==> src/rtl/uart_rx_fifo.sv <==
// uart_rx_fifo: UART receiver (2-flop sync, start-glitch reject, framing/parity check) feeding a first-word-fall-through FIFO.
// Latency: byte is written on the stop-bit sample edge; m_valid/fill reflect it one edge later.
// Backpressure: none toward the line; m_ready pops the FIFO, bytes arriving while full are dropped and set overflow.
// Build option: define UART_RX_PARITY_EN to expect one parity bit before the stop bit (sense chosen by PARITY_ODD).
module uart_rx_fifo #(
  parameter int CLK_DIV    = 1250,
  parameter int DATA_BITS  = 8,
  parameter int FIFO_DEPTH = 16,
  parameter int PARITY_ODD = 0
) (
  input  logic                        clk,
  input  logic                        rst_n,
  input  logic                        rx_pin,
  output logic [DATA_BITS-1:0]        m_data,
  output logic                        m_valid,
  input  logic                        m_ready,
  output logic [$clog2(FIFO_DEPTH):0] fill,
  output logic                        frame_err,
  output logic                        parity_err,
  output logic                        overflow,
  input  logic                        clr_err
);

  localparam int CW = $clog2(CLK_DIV);
  localparam int IW = $clog2(DATA_BITS + 1);
  localparam int AW = $clog2(FIFO_DEPTH);
  localparam int FW = AW + 1;
  localparam logic [CW-1:0] HALF_M1 = CW'(CLK_DIV / 2 - 1);
  localparam logic [CW-1:0] FULL_M1 = CW'(CLK_DIV - 1);
  localparam logic [IW-1:0] LAST_IDX = IW'(DATA_BITS - 1);

`ifdef UART_RX_PARITY_EN
  typedef enum logic [2:0] {
    S_IDLE = 3'd0, S_START = 3'd1, S_DATA = 3'd2, S_STOP = 3'd3, S_BREAK = 3'd4, S_PARITY = 3'd5
  } state_t;
`else
  typedef enum logic [2:0] {
    S_IDLE = 3'd0, S_START = 3'd1, S_DATA = 3'd2, S_STOP = 3'd3, S_BREAK = 3'd4
  } state_t;
`endif

  state_t                 state, state_nx;
  logic [1:0]             sync;
  logic                   rx_s;
  logic [CW-1:0]          cnt;
  logic [IW-1:0]          idx;
  logic [DATA_BITS-1:0]   shift;
  logic                   tick;
  logic                   push, ferr_set;
  logic [DATA_BITS-1:0]   mem [FIFO_DEPTH];
  logic [AW-1:0]          wr_ptr, rd_ptr;
  logic [FW-1:0]          count;
  logic                   pop, full, wr_en, drop;
`ifdef UART_RX_PARITY_EN
  localparam logic PAR_ODD = (PARITY_ODD != 0);
  logic                   par_bad;
  logic                   perr_set;
`endif

  assign rx_s = sync[1];
  // Bit-time tick: half a bit during START to land on bit centres, full bit otherwise.
  assign tick = (state == S_START) ? (cnt == HALF_M1) : (cnt == FULL_M1);

  // Two-flop synchroniser for the asynchronous serial line; resets to idle-high.
  always_ff @(posedge clk or negedge rst_n) begin
    if (!rst_n) sync <= 2'b11;
    else        sync <= {sync[0], rx_pin};
  end

  // Receive FSM state register.
  always_ff @(posedge clk or negedge rst_n) begin
    if (!rst_n) state <= S_IDLE;
    else        state <= state_nx;
  end

  // Receive FSM next-state logic.
  always_comb begin
    state_nx = state;
    case (state)
      S_IDLE:   if (!rx_s) state_nx = S_START;
      S_START:  if (tick) state_nx = rx_s ? S_IDLE : S_DATA;
`ifdef UART_RX_PARITY_EN
      S_DATA:   if (tick && idx == LAST_IDX) state_nx = S_PARITY;
      S_PARITY: if (tick) state_nx = S_STOP;
`else
      S_DATA:   if (tick && idx == LAST_IDX) state_nx = S_STOP;
`endif
      S_STOP:   if (tick) state_nx = rx_s ? S_IDLE : S_BREAK;
      S_BREAK:  if (rx_s) state_nx = S_IDLE;
      default:  state_nx = S_IDLE;
    endcase
  end

  // Receive FSM outputs: decide the fate of the frame at the stop-bit sample.
  always_comb begin
    push     = 1'b0;
    ferr_set = 1'b0;
`ifdef UART_RX_PARITY_EN
    perr_set = 1'b0;
`endif
    if (state == S_STOP && tick) begin
      if (!rx_s)        ferr_set = 1'b1;
`ifdef UART_RX_PARITY_EN
      else if (par_bad) perr_set = 1'b1;
`endif
      else              push     = 1'b1;
    end
  end

  // Bit timer, bit index and LSB-first shift register.
  always_ff @(posedge clk or negedge rst_n) begin
    if (!rst_n) begin
      cnt   <= '0;
      idx   <= '0;
      shift <= '0;
    end else begin
      if (state_nx != state || tick || state == S_IDLE || state == S_BREAK) cnt <= '0;
      else                                                                  cnt <= cnt + 1'b1;
      if (state == S_START)             idx <= '0;
      else if (state == S_DATA && tick) idx <= idx + 1'b1;
      if (state == S_DATA && tick)      shift <= {rx_s, shift[DATA_BITS-1:1]};
    end
  end

`ifdef UART_RX_PARITY_EN
  // Parity verdict latched at the parity-bit sample, cleared for every new frame.
  always_ff @(posedge clk or negedge rst_n) begin
    if (!rst_n)                         par_bad <= 1'b0;
    else if (state == S_START)          par_bad <= 1'b0;
    else if (state == S_PARITY && tick) par_bad <= ((^shift) ^ rx_s) != PAR_ODD;
  end

  // Parity error pulse, one cycle after the failing stop sample.
  always_ff @(posedge clk or negedge rst_n) begin
    if (!rst_n) parity_err <= 1'b0;
    else        parity_err <= perr_set;
  end
`else
  assign parity_err = 1'b0;
`endif

  // Framing error pulse, one cycle after the low stop sample.
  always_ff @(posedge clk or negedge rst_n) begin
    if (!rst_n) frame_err <= 1'b0;
    else        frame_err <= ferr_set;
  end

  // FIFO control: a pop in the same cycle frees the slot a full-FIFO push needs.
  assign pop   = m_ready && (count != '0);
  assign full  = (count == FW'(FIFO_DEPTH));
  assign wr_en = push && (!full || pop);
  assign drop  = push && full && !pop;

  // FIFO pointers and occupancy.
  always_ff @(posedge clk or negedge rst_n) begin
    if (!rst_n) begin
      wr_ptr <= '0;
      rd_ptr <= '0;
      count  <= '0;
    end else begin
      if (wr_en) wr_ptr <= wr_ptr + 1'b1;
      if (pop)   rd_ptr <= rd_ptr + 1'b1;
      case ({wr_en, pop})
        2'b10:   count <= count + 1'b1;
        2'b01:   count <= count - 1'b1;
        default: count <= count;
      endcase
    end
  end

  // FIFO storage; contents are don't-care until written.
  always_ff @(posedge clk) begin
    if (wr_en) mem[wr_ptr] <= shift;
  end

  // Sticky overflow; a drop coinciding with clr_err keeps it set.
  always_ff @(posedge clk or negedge rst_n) begin
    if (!rst_n)       overflow <= 1'b0;
    else if (drop)    overflow <= 1'b1;
    else if (clr_err) overflow <= 1'b0;
  end

  assign m_data  = mem[rd_ptr];
  assign m_valid = (count != '0);
  assign fill    = count;

endmodule
==> config.mk <==
export PLATFORM = sky130hd
export DESIGN_NAME = uart_rx_fifo
export DESIGN_NICKNAME = d
export VERILOG_FILES = /design/src/rtl/uart_rx_fifo.sv
export SDC_FILE = /design/constraint.sdc
export NUM_CORES = 1
export LEC_CHECK = 0
export ABC_AREA = 1
export CORE_MARGIN = 4
export CORE_UTILIZATION = 40
export DETAILED_ROUTE_END_ITERATION = 10
export PLACE_DENSITY = 0.65
export SLEW_MARGIN = 10
export SYNTH_ARGS = -nofsm -noshare
export SYNTH_HDL_FRONTEND = slang
export SYNTH_SLANG_ARGS = --single-unit
export TNS_END_PERCENT = 1
==> constraint.sdc <==
create_clock -name clk -period 4.51 [get_ports clk]
set_input_delay 0.451 -clock clk [delete_from_list [all_inputs] [get_ports clk]]
set_output_delay 0.451 -clock clk [all_outputs]
set_load 0.02 [all_outputs]
Yosys cells after proc, flatten, opt, wreduce, memory -nomap -nowiden

Memories as Yosys holds them, arrays and structs flattened.
Cells that the tools add are included.

Register bits after elaboration: 43
Bits in writable memories: 128
Bits of input ports: 5
Output and inout bits: 17
Word-level logic and storage cells: 67
Memories kept: 1

Add/sub/neg operators: 6
Eq/ne operators: 11
Muxes and demuxes: 21
Reduce and logical (&&, ||, !) cells: 18

Memories:

| name | depth | bits a word | read ports | clocked after memory_dff | wr ports | RTL line | text |
|---|---|---|---|---|---|---|---|
| mem  | 16    | 8           | 1          | 0                        | 1        | 50       | `logic [DATA_BITS-1:0] mem [FIFO_DEPTH];` |

Operators by type and width:

| operator                                                                | count |
|---|---|
| 3-bit 2-to-1 mux                                                        | 6 |
| 3-bit one-hot mux with 5 select lines                                   | 1 |
| 4-bit by 1-bit adder with 4-bit output, second input constant           | 3 |
| 11-bit by 1-bit adder with 11-bit output, second input constant         | 1 |
| 11-bit by 10-bit equality test with 1-bit output, second input constant | 1 |
| 11-bit equality test, second input constant                             | 1 |
| 11-bit 2-to-1 mux                                                       | 1 |
| 5-bit one-hot mux with 2 select lines                                   | 1 |
| 1-bit 2-to-1 mux                                                        | 9 |
| 4-bit 2-to-1 mux                                                        | 2 |
| 1-bit logical AND                                                       | 7 |
| 3-bit by 2-bit equality test with 1-bit output, second input constant   | 2 |
| 2-bit nonzero test                                                      | 3 |
| 5-bit by 1-bit adder with 5-bit output, second input constant           | 1 |
| 5-bit equality test, second input constant                              | 1 |
| 5-bit nonzero test                                                      | 1 |
| 5-bit by 1-bit subtractor with 5-bit output, second input constant      | 1 |
| 4-bit by 3-bit equality test with 1-bit output, second input constant   | 1 |
| 1-bit logical OR                                                        | 4 |
| 3-bit by 1-bit equality test with 1-bit output, second input constant   | 1 |
| 3-bit equality test, second input constant                              | 1 |
| 3-bit logical NOT                                                       | 1 |
| 3-bit != test                                                           | 1 |
| 2-bit by 1-bit equality test with 1-bit output, second input constant   | 1 |
| 3 further kinds                                                         | 4 |

Logic depth before layout (Yosys ltp)

Depth after elaboration: 10
Mapped depth: 19
Mapped depth without buffers: 19

Worst setup path before layout

No wires, ideal clock.

Path type: register -> register
From: register count[0], in the netlist fill[0]
To: register count[4], in the netlist fill[4]
Arrival: 2371 ps
Required time: 4397 ps
Slack: 2026 ps
Stages on the path, launching flop included: 16
Period minus slack after synthesis: 2484 ps
Path through: dfrtp_1 > inv_1 > nand4_1 > or2_2 > nand2_2 > inv_1 > nand2_2 > inv_1 > ha_1 > nand2_1 > o21ai_0 > nand4_1 > nand2_1 > nand3_1 > nand2_1 > inv_1

Word-level cells in the longest chain between the ends: 6

RTL lines:

| what                                                                                  | RTL line | text |
|---|---|---|
| start: declaration                                                                    | 52       | `logic [FW-1:0] count;` |
| start signal: assignment                                                              | 164      | `2'b10: count <= count + 1'b1;` |
| start signal: assignment                                                              | 165      | `2'b01: count <= count - 1'b1;` |
| start signal: assignment                                                              | 166      | `default: count <= count;` |
| 5-bit nonzero test (*)                                                                | n/a      |  |
| via m_valid                                                                           | 15       | `output logic m_valid,` |
| 1-bit logical AND (*)                                                                 | 149      | `assign pop = m_ready && (count != '0);` |
| 1-bit logical OR                                                                      | 151      | `assign wr_en = push && (!full \|\| pop);` |
| 1-bit logical AND                                                                     | 151      |  |
| 2-bit by 1-bit equality test with 1-bit output or 2-bit equality test (tied branches) | 163      | `case ({wr_en, pop})` |
| 5-bit one-hot mux with 2 select lines or 2-bit nonzero test (tied branches)           | n/a      |  |

Mark *: on every way through the listed nets, which the timed path passes. The rest lies on a longest branch.
A chain may end at the register's enable or synchronous reset.

Worst setup path in the final report

From: register rd_ptr[0]
To: output m_data[0]

Word-level cells in the longest chain between the ends: 1

RTL lines:

| what                     | RTL line | text |
|---|---|---|
| start: declaration       | 51       | `logic [AW-1:0] wr_ptr, rd_ptr;` |
| start signal: assignment | 162      | `if (pop) rd_ptr <= rd_ptr + 1'b1;` |
| memory read 16 x 8 bit   | n/a      |  |
| end: declaration         | 14       | `output logic [DATA_BITS-1:0] m_data,` |

No other way between the ends.

==> impl_metrics.tcl <==
set metrics [dict create \
    relSlewSlack_pct 34.7 \
    maxClockFrequency_mhz 301 \
    slew_worst_pin_ns 0.979 \
    cp.arrival_ns 2.87 \
    synth.top_cell.area_share_pct 53.5 \
    grt_pass1_vias 4469 \
    r2r_end "fill[4]" \
    worstSetupStartpointType "flop" \
    routed_wirelength_mm 15.0 \
    reg2reg_depth 15 \
    pwr_density_cell_nw_per_um2 539 \
    initial_core_util_pct 41.2 \
    core_region_area_um2 17400 \
    drtPass1Iterations 5 \
    clock_tree_from_tritoncts "done" \
    drt-vias-per-instance 5.30 \
    vias 4421 \
    fillers 1554 \
    post-route-util_pct 46.5 \
    report.final.setup_viol 0 \
    seqCellArea_um2 4920 \
    place.gp.congestion 0.876 \
    placedInstanceArea_um2 7570 \
    regToRegStartpoint "fill[0]" \
    power.static_leakage_nw 3.37 \
    grt_first_pass_wirelength_mm 24.1 \
    timing.final.crit_share_pct 73.7 \
    run_status "finished, final reports clean" \
    fin_nets 612 \
    finalClockSkew_ns 0.00810 \
    overall_die_area_um2 20200 \
    antenna-diode-count 0 \
    timing.critical_path.fanout_max 66 \
    cts_buffer_depth 2 \
    cts_made_buffers 17 \
    synth-warning-count 0 \
    synth-edff-count 128 \
    criticalPathCategory "flop to primary output" \
    synthDominantAreaCellType "edfxtp_1" \
    detailedRoute.firstIterationViolations 279 \
    post_route_cells_drive_above_1_share_pct 7.88 \
    die-height_um 142 \
    insertion_delay_ns 0.43 \
    route.antenna.remaining_nets 0 \
    multiInputGateArea_um2 2010 \
    post-route-cell-area_um2 8100 \
    detail_route.drc_violations 0 \
    cts_setup_buffers 0 \
    synth_seq_cells 171 \
    avgSynthCellArea_um2 12.4 \
    grt.overflow.total 0 \
    root_buffer "clkbuf_16" \
    pin_count 22 \
    grtUsageTotal_pct 15.7 \
    reg2reg_setup_slack_ns 1.74 \
    cts.htree.levels 4 \
    clk_pin_slew_worst_paths_ns 0.06 \
    port_buffers 20 \
    sum_neg_setup_slack_ns 0 \
    ys_seq_area_share_pct 68.5 \
    route.detailed.wl_per_inst_um 18.0 \
    unrepaired_setup_endpoints_after_global_routing "no" \
    placementRows 48 \
    minimum_clock_period_ns 3.32 \
    max_cap_violations 0 \
    grt_start_max_net_pins 67 \
    end_kind "primary output" \
    tritoncts_num_sinks 171 \
    synthArstFlopShare_pct 25.1 \
    final_common_cell "edfxtp_1" \
    areaGrowthSynthToFinish_pct 12.7 \
    hold_viol 0 \
    ir_worst_vdd_mv 0.455 \
    fp.dieW_um 142 \
    dp.final_hpwl_mm 9.54 \
    initial_antenna_violation_count 0 \
    layout_common_cells "edfxtp_1, nor2_1, nand2_1" \
    yosys_most_used_dff "edfxtp_1" \
    post_synthesis_cell_count 580 \
    post_cts_hold_fix_bufs 0 \
    postSynthNetCount 596 \
    critPathRequiredTime_ns 4.06 \
    hold_path.class "input port to async pin" \
    post_synth_instance_area_um2 7180 \
    timing_max_transition_violations_final 0 \
    synth_cell_types 40 \
    ctsResizeCount 0 \
    ys_top_cells_by_area "edfxtp_1, dfrtp_1, nor2_1" \
]
## area by class of cell
type                       count  area share [%]
tap                          225            3.48
sequential                   171            60.8
inverter                      37            1.72
timing repair buffer          23            2.69
clock buffer                  18            5.30
clock inverter                14            1.22
multi-input combinational    346            24.8
## metal layers
metal  GRT usage, %  vias to the layer above  routed length [um]
li1               -                     2100                   -
met1           20.9                     2183                6560
met2           25.0                      116                7360
met3           3.73                       22                 788
met4           6.11                        0                 274
met5              0                        -                   0
## cell usage after synthesis, types with 3 or more instances
library cell  number
buf_2              5
o211ai_1           8
xnor2_1            3
nor3b_1            4
nor3_1             3
inv_1             34
o32ai_1            8
nand2_2            4
nand4_1            4
dfrtp_1           41
edfxtp_1         128
ha_1              10
buf_4              3
xor2_1             8
o221ai_1          24
o21ai_0           42
mux2i_1           24
nand2_1           72
clkbuf_1          16
a21oi_1            7
nor2_1            90
nand3_1           18
## worst max-delay path by stage
stage / slack (ns) / cells past startpoint / from / end
CTS: 0.92 / 6 / rd_ptr[0] / m_data[4]
detailed placement: 1.39 / 6 / rd_ptr[0] / m_data[4]
global route: 1.04 / 6 / rd_ptr[0] / m_data[0]
global placement: 1.44 / 6 / rd_ptr[0] / m_data[3]
floorplan: 2.03 / 15 / fill[0] / fill[4]
finish: 1.19 / 6 / rd_ptr[0] / m_data[0]
## through the flow
step | setup slack [ns] | hold slack, ns | instances | total power [W]
5_1_grt | 1.04 | 0.263 | 834 | 0.00460
3_3_place_gp | 1.44 | 0.345 | 802 | 0.00306
6_report | 1.19 | 0.186 | 834 | 0.00436
2_1_floorplan | 2.03 | 0.155 | 580 | 0.00267
4_1_cts | 0.915 | 0.213 | 834 | 0.00440
3_5_place_dp | 1.39 | 0.347 | 802 | 0.00309
## sequential cells by signal, indices dropped and copies added, names as in the netlist
signal	flops
wr_ptr	4
cnt	11
mem	128
shift	8
rd_ptr	4
frame_err	1
overflow	1
sync	2
fill	5
state	3
idx	4
## critical path: stages, from the launching register on
cell and delay, ns:
dfrtp_2 0.36, buf_4 0.62, o21ai_0 0.24, o221ai_1 0.27
nand3_1 0.16, nand2_1 0.14, clkdlybuf4s50_1 0.61
## logic make-up after synthesis
group,share of synthesized area (%)
xor+xnor,1.34
flops,68.5
compound gates,8.83
mux,3.34
buf+inv,3.54
other cells,0.0522
simple gates,12.3
fa+ha+maj,2.02
## report_power, final
part | switching [W] | internal, W
Combinational | 0.000799 | 0.000484
Clock | 0.000608 | 0.000705
Sequential | 0.0000488 | 0.00172
Note: power is estimated with default switching activity, not from simulation.
